## config.mk

```make
export PLATFORM = sky130hd
export DESIGN_NAME = adder_bist
export DESIGN_NICKNAME = d
export VERILOG_FILES = /design/src/rtl/adder_bist_pkg.sv /design/src/rtl/bist_exp_fifo.sv /design/src/rtl/adder_bist.sv
export SDC_FILE = /design/constraint.sdc
export NUM_CORES = 1
export LEC_CHECK = 0
export ABC_CLOCK_PERIOD_IN_PS = 14470
export BUFFER_PORTS_ARGS = -buffer_cell sky130_fd_sc_hd__buf_2
export CELL_PAD_IN_SITES_DETAIL_PLACEMENT = 1
export CELL_PAD_IN_SITES_GLOBAL_PLACEMENT = 1
export CORE_UTILIZATION = 50
export CTS_BUF_LIST = sky130_fd_sc_hd__clkbuf_16
export CTS_CLUSTER_DIAMETER = 60
export CTS_CLUSTER_SIZE = 40
export DETAILED_ROUTE_END_ITERATION = 8
export PLACE_DENSITY_LB_ADDON = 0.1
export SYNTH_ARGS = -nofsm -noshare
export SYNTH_HDL_FRONTEND = slang
export SYNTH_SLANG_ARGS = --single-unit
```

## constraint.sdc

```tcl
create_clock -name clk -period 14.47 [get_ports clk]
set_input_delay 0.7235 -clock clk [delete_from_list [all_inputs] [get_ports clk]]
set_output_delay 0.7235 -clock clk [all_outputs]
set_load 0.005 [all_outputs]
```

## src/rtl/adder_bist_pkg.sv

```systemverilog
// Shared types and arithmetic helpers for the adder BIST engine.
// Holds the FSM state encoding, directed-vector counts, the PRNG step and the golden adder.
package adder_bist_pkg;

    typedef enum logic [2:0] {
        S_IDLE,
        S_DIRECTED,
        S_RANDOM,
        S_DRAIN,
        S_DONE
    } state_t;

    localparam int N_DIRECTED_ADD = 8;
    localparam int N_DIRECTED_SUB = 2;

    function automatic logic [63:0] xorshift64(input logic [63:0] x);
        logic [63:0] y;
        y = x ^ (x << 13);
        y = y ^ (y >> 7);
        y = y ^ (y << 17);
        return y;
    endfunction

    // {cout, sum} lands in bits [width:0]; bits above are zero.
    function automatic logic [64:0] golden(input logic [63:0] a, input logic [63:0] b,
                                           input logic cin, input logic sub, input int width);
        logic [63:0] mask;
        logic [63:0] bb;
        mask = (width >= 64) ? '1 : ((64'd1 << width) - 64'd1);
        bb   = (sub ? ~b : b) & mask;
        return {1'b0, a & mask} + {1'b0, bb} + {64'd0, (sub | cin)};
    endfunction

endpackage

```

## src/rtl/bist_exp_fifo.sv

```systemverilog
// Expected-result FIFO: holds {sum, cout, idx} for every issued vector until its result returns.
// Power-of-two depth (>=2) so the pointers wrap for free.
module bist_exp_fifo #(
    parameter int DW    = 49,
    parameter int DEPTH = 8,
    parameter int AW    = $clog2(DEPTH)
) (
    input  logic          clk,
    input  logic          rst_n,
    input  logic          clear,
    input  logic          push,
    input  logic          pop,
    input  logic [DW-1:0] wdata,
    output logic [DW-1:0] rdata,
    output logic          full,
    output logic          empty,
    output logic [AW:0]   count
);
    logic [DW-1:0] mem [DEPTH];
    logic [AW-1:0] wr_ptr;
    logic [AW-1:0] rd_ptr;
    logic          do_push;
    logic          do_pop;

    assign full    = (count == (AW+1)'(DEPTH));
    assign empty   = (count == '0);
    assign do_push = push & ~full;
    assign do_pop  = pop & ~empty;
    assign rdata   = mem[rd_ptr];

    always_ff @(posedge clk) begin
        if (do_push) mem[wr_ptr] <= wdata;
    end

    always_ff @(posedge clk or negedge rst_n) begin
        if (!rst_n) begin
            wr_ptr <= '0;
            rd_ptr <= '0;
            count  <= '0;
        end else if (clear) begin
            wr_ptr <= '0;
            rd_ptr <= '0;
            count  <= '0;
        end else begin
            if (do_push) wr_ptr <= wr_ptr + 1'b1;
            if (do_pop)  rd_ptr <= rd_ptr + 1'b1;
            case ({do_push, do_pop})
                2'b10:   count <= count + 1'b1;
                2'b01:   count <= count - 1'b1;
                default: count <= count;
            endcase
        end
    end

endmodule

```

## src/rtl/adder_bist.sv

```systemverilog
// Adder/subtractor BIST: directed corner sweep, then xorshift random sweep, with in-order
// result checking against a golden model and a silence timeout while results are owed.
module adder_bist
    import adder_bist_pkg::*;
#(
    parameter int          WIDTH      = 32,
    parameter int          NUM_RANDOM = 1000,
    parameter int          SUB_EN     = 0,
    parameter int          FIFO_DEPTH = 8,
    parameter int          TIMEOUT    = 1024,
    parameter logic [63:0] SEED       = 64'h9E3779B97F4A7C15
) (
    input  logic             clk,
    input  logic             rst_n,
    input  logic             start,
    output logic             busy,
    output logic             done,
    output logic             passed,
    output logic             timeout,
    output logic [15:0]      err_count,
    output logic [31:0]      first_err_idx,
    output logic             op_valid,
    output logic [WIDTH-1:0] op_a,
    output logic [WIDTH-1:0] op_b,
    output logic             op_cin,
    output logic             op_sub,
    input  logic             res_valid,
    input  logic [WIDTH-1:0] res_sum,
    input  logic             res_cout
);
    localparam int          N_DIR    = N_DIRECTED_ADD + ((SUB_EN != 0) ? N_DIRECTED_SUB : 0);
    localparam logic [31:0] LAST_DIR = 32'(N_DIR - 1);
    localparam logic [31:0] LAST_VEC = 32'(N_DIR + NUM_RANDOM - 1);
    localparam int          DW       = WIDTH + 1 + 32;
    localparam int          AW       = $clog2(FIFO_DEPTH);
    localparam int          TW       = $clog2(TIMEOUT + 1);
    localparam logic [63:0] P64      = 64'hAAAA_AAAA_AAAA_AAAA;
    localparam logic [63:0] Q64      = 64'h5555_5555_5555_5555;

    localparam logic [WIDTH-1:0] V_M = '1;
    localparam logic [WIDTH-1:0] V_H = {1'b1, {(WIDTH-1){1'b0}}};
    localparam logic [WIDTH-1:0] V_P = P64[WIDTH-1:0];
    localparam logic [WIDTH-1:0] V_Q = Q64[WIDTH-1:0];
    localparam logic [WIDTH-1:0] V_1 = WIDTH'(1);

    state_t          state;
    logic [31:0]     idx;
    logic [63:0]     sa;
    logic [63:0]     sb;
    logic [TW-1:0]   silence;

    logic [WIDTH:0]  exp_res;
    logic [DW-1:0]   rdata;
    logic            full;
    logic            empty;
    logic [AW:0]     count;
    logic            pop;
    logic            mismatch;
    logic            unexpected;
    logic            fire_timeout;
    logic            launch;

    logic [WIDTH-1:0] rd_sum;
    logic             rd_cout;
    logic [31:0]      rd_idx;

    always_comb begin
        op_valid = 1'b0;
        op_a     = '0;
        op_b     = '0;
        op_cin   = 1'b0;
        op_sub   = 1'b0;
        if (state == S_DIRECTED) begin
            op_valid = ~full;
            case (idx[3:0])
                4'd1:    begin op_a = V_M; op_b = V_1; end
                4'd2:    begin op_a = V_M; op_cin = 1'b1; end
                4'd3:    begin op_a = V_P; op_b = V_Q; end
                4'd4:    begin op_a = V_P; op_b = V_Q; op_cin = 1'b1; end
                4'd5:    begin op_a = V_M; op_b = V_M; op_cin = 1'b1; end
                4'd6:    begin op_a = V_H; op_b = V_H; end
                4'd7:    begin op_a = V_Q; op_b = V_P; op_cin = 1'b1; end
                4'd8:    begin op_b = V_1; op_sub = 1'b1; op_cin = 1'b1; end
                4'd9:    begin op_a = V_M; op_b = V_M; op_sub = 1'b1; op_cin = 1'b1; end
                default: ;
            endcase
        end else if (state == S_RANDOM) begin
            op_valid = ~full;
            op_a     = sa[WIDTH-1:0];
            op_b     = sb[WIDTH-1:0];
            op_sub   = (SUB_EN != 0) & idx[0];
            op_cin   = op_sub | sa[63];
        end
    end

    assign exp_res = (WIDTH+1)'(golden(64'(op_a), 64'(op_b), op_cin, op_sub, WIDTH));

    assign rd_sum  = rdata[DW-1 -: WIDTH];
    assign rd_cout = rdata[32];
    assign rd_idx  = rdata[31:0];

    assign launch     = start & ~busy;
    assign pop        = busy & res_valid & ~empty;
    assign mismatch   = pop & ((res_sum != rd_sum) | (res_cout != rd_cout));
    assign unexpected = busy & res_valid & empty;
    // Silence only matters once the random sweep or drain is waiting on results.
    assign fire_timeout = ((state == S_RANDOM) || (state == S_DRAIN)) & ~res_valid
                        & (count != '0) & (silence == TW'(TIMEOUT - 1));
    assign passed = done & (err_count == 16'd0) & ~timeout;

    bist_exp_fifo #(
        .DW    (DW),
        .DEPTH (FIFO_DEPTH)
    ) u_fifo (
        .clk   (clk),
        .rst_n (rst_n),
        .clear (launch),
        .push  (op_valid),
        .pop   (pop),
        .wdata ({exp_res[WIDTH-1:0], exp_res[WIDTH], idx}),
        .rdata (rdata),
        .full  (full),
        .empty (empty),
        .count (count)
    );

    always_ff @(posedge clk or negedge rst_n) begin
        if (!rst_n) begin
            state         <= S_IDLE;
            busy          <= 1'b0;
            done          <= 1'b0;
            timeout       <= 1'b0;
            err_count     <= '0;
            first_err_idx <= '1;
            idx           <= '0;
            sa            <= SEED;
            sb            <= ~SEED;
            silence       <= '0;
        end else begin
            case (state)
                S_IDLE, S_DONE: begin
                    if (start) begin
                        state         <= S_DIRECTED;
                        busy          <= 1'b1;
                        done          <= 1'b0;
                        timeout       <= 1'b0;
                        err_count     <= '0;
                        first_err_idx <= '1;
                        idx           <= '0;
                        sa            <= SEED;
                        sb            <= ~SEED;
                        silence       <= '0;
                    end
                end
                default: begin
                    if ((mismatch | unexpected) && err_count != 16'hFFFF)
                        err_count <= err_count + 16'd1;
                    if (mismatch && first_err_idx == '1)
                        first_err_idx <= rd_idx;
                    if (op_valid) begin
                        idx <= idx + 32'd1;
                        if (state == S_RANDOM) begin
                            sa <= xorshift64(sa);
                            sb <= xorshift64(sb);
                        end
                    end
                    if (res_valid || count == '0) silence <= '0;
                    else if (silence != '1)        silence <= silence + 1'b1;

                    if (fire_timeout) begin
                        timeout <= 1'b1;
                        state   <= S_DONE;
                        busy    <= 1'b0;
                        done    <= 1'b1;
                    end else begin
                        case (state)
                            S_DIRECTED: if (op_valid && idx == LAST_DIR) state <= S_RANDOM;
                            S_RANDOM:   if (op_valid && idx == LAST_VEC) state <= S_DRAIN;
                            S_DRAIN: begin
                                if (empty) begin
                                    state <= S_DONE;
                                    busy  <= 1'b0;
                                    done  <= 1'b1;
                                end
                            end
                            default: ;
                        endcase
                    end
                end
            endcase
        end
    end

endmodule

```

==> out/metrics.json, run 1 <==
{
  "initialDrtViolationCount": 1997,
  "startpoint": "state[0]",
  "tritoncts": "built",
  "synth_enable_flop_cells": 520,
  "vias_per_cell": 6.10,
  "end_kind": "flip-flop",
  "finish.cell_count_without_fillers": 3899,
  "multi_input_comb_area_sq_um": 14100,
  "slew_headroom": 0.162,
  "critPathArrivalTime_ps": 6240,
  "critical_path_required_ps": 14830,
  "layout-area-overhead-vs-synth_pct": 9.92,
  "grt_busiest_layer": "met2",
  "die_footprint_sq_um": 74200,
  "portion_of_synthesized_cell_area_occupied_by_the_leading_cell_type": 0.427,
  "final.setup_skew_ps": 36.9,
  "cts.repair_timing.setup_buffer_count": 0,
  "clk-insertion-delay-late_ps": 660,
  "post_dp_cell_area_sq_um": 38100,
  "share_of_post_route_cells_with_drive_strength_above_1": 0.184,
  "gr-total-overflow": 0,
  "dp_hpwl_um": 68400,
  "synth_sequential_area_ratio": 0.591,
  "ys_ff_latch": 755,
  "drtPass1Iterations": 7,
  "synth_cell_types": 71,
  "place.gp.congestion": 0.905,
  "placeableCoreArea_sq_um": 72000,
  "portion_of_the_clock_cycle_consumed_by_the_worst_path_in_the_final_layout": 0.407,
  "critical_path.endpoint": "u_fifo.mem[7][62]",
  "rsz0062_at_grt": "false",
  "clock_path_buffers": 3,
  "period_needed_ps": 5880,
  "netlist.top_cell.by_area": "edfxtp_1",
  "cts.sinks": 755,
  "count_of_final_max_slew_check_failures": 0,
  "synth.top_cells.by_area": "edfxtp_1 43%, dfrtp_1 9.5%, xnor2_1 7.2%, dfstp_2 6.9%, mux4_2 6.6%",
  "pin_count": 156,
  "routed-via-count": 23800,
  "routed_wirelength_um": 104000,
  "groute.usage.overall": 0.282,
  "cp.depth": 16,
  "longest_individual_stage_delay_on_the_worst_path_ps": 610,
  "io_buffer_count": 155,
  "dieHeight_um": 272,
  "initial_core_util": 0.508,
  "path_clk_slew_ps": 90,
  "tns_ps": 0,
  "netlist_area_sq_um": 36600,
  "yosys_most_used_dff": "edfxtp_1",
  "total_of_cells_resized_after_clock_tree_synthesis": 0,
  "regArea_sq_um": 21600,
  "setup-violations-final": 0,
  "global_route_track_usage_on_met1": 0.403,
  "post-route-cell-area_sq_um": 40200,
  "pin_count_of_the_biggest_net_entering_global_routing": 90,
  "met2_usage": 0.465,
  "synth_area_per_cell_sq_um": 12.9,
  "r2r_slack_ps": 8590,
  "hold_viol": 0,
  "reg2regPathDepth": 16,
  "slew_at_the_pin_closest_to_its_max_slew_limit_ps": 1250,
  "initial_antenna_violation_count": 2,
  "std_cell_rows": 98,
  "number_of_max_cap_violations": 0,
  "ant_diodes": 0,
  "first_global_vias": 24900,
  "synth_async_sr_flop_share": 0.311,
  "reg2reg_from": "state[0]",
  "nFillCells": 7156,
  "avgRoutedWirePerCell_um": 26.6,
  "place.detailed.instances": 3791,
  "synth_warnings": 0,
  "critical-path-top-delay-family": "compound AO/OA/AOI/OAI gates",
  "critical_path.max_fanout": 33,
  "root_buffer": "clkbuf_16",
  "drcViolationCount": 0,
  "die_width_um": 272,
  "syn_inst": 2846,
  "syn_nets": 2928,
  "r2r-end": "u_fifo.mem[7][62]",
  "first_pass_grt_wire_length_um": 158000,
  "cts.hold.buffers_added": 0,
  "startpoint_class": "flip-flop",
  "worstPathCellList": "or3b_2, a31o_2, nor2_2, buf_4, nand2_1, nand2_1, ha_1, a21o_1, a21oi_1, o21ai_0, a221o_1, a41oi_1, o211ai_1, a31o_2, a21oi_1, xnor2_1",
  "timing.setup.critical_path_class": "flip-flop to flip-flop",
  "slowest_stage": "nand2_1",
  "antenna_left": 0,
  "hold_class": "input pin to asynchronous set/reset pin",
  "critPathBufInv": 1,
  "grtUsageMet3": 0.0279,
  "max_freq_ghz": 0.170,
  "layout.nets": 2982,
  "tritoncts.num_buffers": 57,
  "run_status": "finished, final reports clean",
  "h-tree-depth": 2
}
[layout make-up]
cell class / instances / share of cell area
Sequential cell: 755 / 0.538
Clock inverter: 49 / 0.0159
Timing Repair Buffer: 194 / 0.0268
Multi-Input combinational cell: 1873 / 0.351
Tap cell: 950 / 0.0296
Clock buffer: 59 / 0.0367
Inverter: 19 / 0.00177
[worst min-delay path by stage]
stage | end | from | cells past startpoint | slack (ps)
after floorplan | busy | rst_n | 0 | 430
after global placement | sa[57] | sa[57] | 2 | 480
after detailed placement | sa[57] | sa[57] | 2 | 490
after CTS | err_count[0] | rst_n | 1 | 100
after global routing | err_count[3] | rst_n | 1 | 150
final | err_count[3] | rst_n | 1 | 90
[routing by layer]
layer,vias to the layer above,wire length (um)
met5,-,13
li1,10500,-
met1,12500,46500
met4,2,2380
met3,128,4540
met2,582,50400
[metrics by stage]
step | hold slack [ps] | setup WS (ps) | utilization
final | 90.1 | 8590 | 0.559
after global routing | 145 | 8150 | 0.559
after CTS | 104 | 8670 | 0.559
after detailed placement | 494 | 8700 | 0.529
after global placement | 483 | 8810 | 0.529
after floorplan | 428 | 5890 | -
[flip-flops by register name, summed over array words and instances, names as in the netlist, 3 cells and up]
signal	count
u_fifo.rd_ptr	3
idx	32
err_count	16
u_fifo.count	4
state	3
sb	64
sa	64
silence	11
u_fifo.wr_ptr	3
u_fifo.mem	520
first_err_idx	32
[synthesized netlist by cell type, types with 9 or more instances]
library cell and count:
o31ai_1 24, nand3_1 34, buf_1 9, a31oi_1 15, a21o_1 51, nand4_1 20
nor3_1 38, edfxtp_1 520, a22oi_1 23, buf_6 9, a21oi_1 201, xor2_1 124
mux4_2 107, ha_1 42, inv_1 19, mux2i_1 103, clkbuf_1 154, nor4_1 22
nor4b_1 12, dfrtp_1 139, and3_1 32, dfstp_2 96, buf_2 22, or3_1 25
nand2_1 176, xnor2_1 302, nor2_1 240, o21ai_0 159
[cell families (layout without fill, tap and decap cells)]
logic type | Yosys count | in the layout | synth area share
AO/OA/AOI/OAI | 543 | 543 | 0.0879
XOR/XNOR | 427 | 427 | 0.103
adder cells (fa/ha/maj) | 45 | 45 | 0.0160
buffers and inverters | 218 | 321 | 0.0258
flip-flops | 755 | 755 | 0.591
multiplexers | 211 | 211 | 0.0944
AND/OR/NAND/NOR | 647 | 647 | 0.0823
[cell usage in the layout (no fill, tap or decap), types with 23 or more instances in the layout]
cell       netlist  routed
edfxtp_1       520     520
xnor2_1        302     302
nor2_1         240     235
a21oi_1        201     201
nand2_1        176     176
o21ai_0        159     159
buf_2           22     154
dfrtp_1        139     136
xor2_1         124     124
mux4_2         107     107
mux2i_1        103     103
dfstp_2         96      96
clkbuf_16        0      59
a21o_1          51      51
ha_1            42      42
buf_4            4      39
nor3_1          38      36
nand3_1         34      34
and3_1          32      32
or3_1           25      25
o31ai_1         24      24
a22oi_1         23      23
Power of run 1 is left out: the tool's default activity adds up to more than one toggle a clock period on the data nets, which glitch-free logic cannot reach.
==> run 2: changes to the inputs <==
Settings changed: ABC_AREA set to 1, ABC_CLOCK_PERIOD_IN_PS 14470 to 5800, CORE_UTILIZATION 50 to 49.
Clock period 14.47 ns to 5.8 ns, I/O delays scaled along.
==> run 2 against run 1 <==
  * Wire length grew 14%
  * Utilization shrank 0.77 points
  * Via count grew 21%
  * Global-route usage grew 2.5 points
  * Synthesized cell count grew 35%
  * Hold slack lost 27 ps
  * Setup slack lost 8000 ps
  * First-iteration DRC count grew 9.2%
  * Area after synthesis grew 1.7%
  * Register-to-register slack lost 8000 ps
  * Clock skew grew 22 ps
==> out/metrics.json, run 2 <==
{
  "dp_hpwl_um": 77300,
  "portion_of_synthesized_cell_area_occupied_by_the_leading_cell_type": 0.420,
  "slew_at_the_pin_closest_to_its_max_slew_limit_ps": 1260,
  "placeableCoreArea_sq_um": 74800,
  "netlist.top_cell.by_area": "edfxtp_1",
  "synth.top_cells.by_area": "edfxtp_1 42%, dfrtp_1 9.3%, nand2_1 9.0%, dfstp_2 6.8%, xnor2_1 5.2%",
  "routed_wirelength_um": 118000,
  "cts.repair_timing.setup_buffer_count": 0,
  "initialDrtViolationCount": 2180,
  "pwr_density_cell_nw_per_um2": 636,
  "largestRegisters": "u_fifo.mem (520), sa (64), sb (64)",
  "post-route-cell-area_sq_um": 41200,
  "vdd.ir_drop.worst_mv": 0.429,
  "setup-violations-final": 0,
  "place_worst_setup_slack_ps": 670,
  "vias_per_cell": 5.80,
  "critical_path.max_fanout": 13,
  "hold_class": "input pin to flip-flop",
  "groute.usage.overall": 0.307,
  "layout-area-overhead-vs-synth_pct": 10.8,
  "root_buffer": "clkbuf_16",
  "cts.hold.buffers_added": 1,
  "h-tree-depth": 2,
  "first_pass_grt_wire_length_um": 181000,
  "netlist_area_sq_um": 37200,
  "drcViolationCount": 0,
  "syn_inst": 3850,
  "avgRoutedWirePerCell_um": 23.9,
  "synth_warnings": 0,
  "number_of_max_cap_violations": 0,
  "die_width_um": 278,
  "clock_path_buffers": 3,
  "die_footprint_sq_um": 77100,
  "rsz0062_at_grt": "false",
  "power_switching_uw": 12000,
  "largest_reg_flops": 520,
  "portion_of_the_clock_cycle_consumed_by_the_worst_path_in_the_final_layout": 0.908,
  "static-leakage-power_uw": 0.0172,
  "synth_area_per_cell_sq_um": 9.67,
  "final.setup_skew_ps": 59.4,
  "max_freq_ghz": 0.190,
  "count_of_final_max_slew_check_failures": 0,
  "initial_core_util": 0.497,
  "cts.sinks": 755,
  "period_needed_ps": 5260,
  "pin_count_of_the_biggest_net_entering_global_routing": 156,
  "layout.nets": 4022,
  "fin_hold_ws_ps": 63.4,
  "cell_internal_pwr_uw": 14200,
  "total_of_cells_resized_after_clock_tree_synthesis": 0,
  "dieHeight_um": 278,
  "first_global_vias": 30100,
  "ys_top_cells_by_count": "890 x nand2_1, 520 x edfxtp_1, 376 x inv_1",
  "fin_ws_ps": 536,
  "syn_nets": 3932,
  "io_buffer_count": 155,
  "share_of_post_route_cells_with_drive_strength_above_1": 0.114,
  "synth_enable_flop_cells": 520,
  "switching_share": 0.458,
  "std_cell_rows": 100,
  "share_seq_of_total_power": 0.340,
  "tritoncts.num_buffers": 58,
  "gr-total-overflow": 0,
  "yosys_most_used_dff": "edfxtp_1",
  "finish.cell_count_without_fillers": 4962,
  "clock_power_share": 0.175,
  "synthMostInstantiatedCell": "nand2_1",
  "critical_path_required_ps": 6160,
  "path_clk_slew_ps": 90,
  "layout.cells.most_common_list": "890 x nand2_1, 520 x edfxtp_1, 376 x inv_1",
  "drtPass1Iterations": 5,
  "synth_sequential_area_ratio": 0.581,
  "startpoint_class": "flip-flop",
  "place.detailed.instances": 4848,
  "slew_headroom": 0.160,
  "ys_ff_latch": 755,
  "registers.top_by_ff_count": "u_fifo.mem",
  "post_dp_cell_area_sq_um": 39000,
  "clk-insertion-delay-late_ps": 690,
  "r2r_slack_ps": 540,
  "initial_antenna_violation_count": 0,
  "synth_cell_types": 51,
  "antenna_left": 0,
  "most_common_cell_after_layout_fill_and_taps_aside": "nand2_1",
  "place.gp.congestion": 0.935,
  "synth_async_sr_flop_share": 0.311,
  "hold_viol": 0,
  "critPathArrivalTime_ps": 5630,
  "routed-via-count": 28800,
  "pin_count": 156,
  "combinationalPowerShare": 0.486,
  "tns_ps": 0,
  "tritoncts": "built",
  "end_kind": "flip-flop",
  "nFillCells": 8390,
  "run_status": "finished, final reports clean",
  "timing.setup.critical_path_class": "flip-flop to flip-flop"
}
run 2: cell types whose count changed after synthesis, moves of 27 or more:
cell | before | now
a21o_1 | 51 | 3
a21oi_1 | 201 | 228
a221oi_1 | 4 | 65
and3_1 | 32 | 1
clkbuf_1 | 154 | 105
inv_1 | 19 | 376
mux2i_1 | 103 | 0
mux4_2 | 107 | 0
nand2_1 | 176 | 890
nand3_1 | 34 | 243
nor2_1 | 240 | 307
o22ai_1 | 6 | 60
xnor2_1 | 302 | 220
xor2_1 | 124 | 61
run 2: per-stage QoR:
step | power, uW | util
after floorplan | 17100 | -
after global placement | 21100 | 0.521
after detailed placement | 21600 | 0.521
after CTS | 26300 | 0.551
after global routing | 27800 | 0.551
final | 26200 | 0.551
run 2: metal layers:
layer	global-route usage	vias up	share of wire
li1	-	13200	-
met3	0.0443	194	0.057
met4	0.105	0	0.032
met5	0	-	0
met1	0.409	14600	0.43
met2	0.515	772	0.48
run 2: kinds of logic (layout without fill, tap and decap cells):
logic type / after synthesis / count (layout) / synth area share
adders and majority gates: 45 / 45 / 0.0157
other: 0 / 3 / 0
and+or+nand+nor: 1591 / 1591 / 0.179
DFF: 755 / 755 / 0.581
buffers and inverters: 552 / 692 / 0.0596
AOI/OAI and AO/OA: 626 / 626 / 0.0985
xor gates and xnor gates: 281 / 281 / 0.0661
run 2: critical path: stages (launching register included):
cell and delay, ps:
dfrtp_1 590, inv_1 140, ha_1 240, nand2_1 110, nand3_1 100, nor2_1 390, a31oi_1 170, and2_1 180
fa_1 490, fa_1 460, nand3_1 90, nand2_1 90, a21boi_0 520, o21ai_0 370, a21oi_1 290, o21ai_0 170
a21oi_1 190, xnor2_1 340
run 2: area by class of cell:
class	count	area, sq um	share of cell area
sequential	755	21600	0.525
multi-input combinational	2543	13500	0.327
clock buffer	59	1480	0.0358
inverter	382	1450	0.0351
timing repair buffer	200	1240	0.0301
tap	969	1210	0.0294
clock inverter	51	749	0.0182
antenna	3	7.51	0.000182
run 2: worst paths after layout:
kind                                        start           endpoint  cells past startpoint
worst max-delay path                       idx[1]  u_fifo.mem[2][53]                     17
worst max register to register             idx[1]  u_fifo.mem[2][53]                     17
max in group asynchronous                   rst_n             sb[17]                      3
min in group asynchronous                   rst_n       err_count[2]                      2
worst min register to register  first_err_idx[30]  first_err_idx[30]                      2
worst min-delay path                    res_valid            timeout                      4
run 2: power groups by stage:
stage	Combinational (uW)	Clock, uW	Sequential, uW
2_1_floorplan	8420	0	8650
3_3_place_gp	12200	0	8950
3_5_place_dp	12600	0	9000
4_1_cts	12700	4660	8890
5_1_grt	14000	4820	9000
6_report	12700	4580	8910
Note: power is estimated with default switching activity, not from simulation.
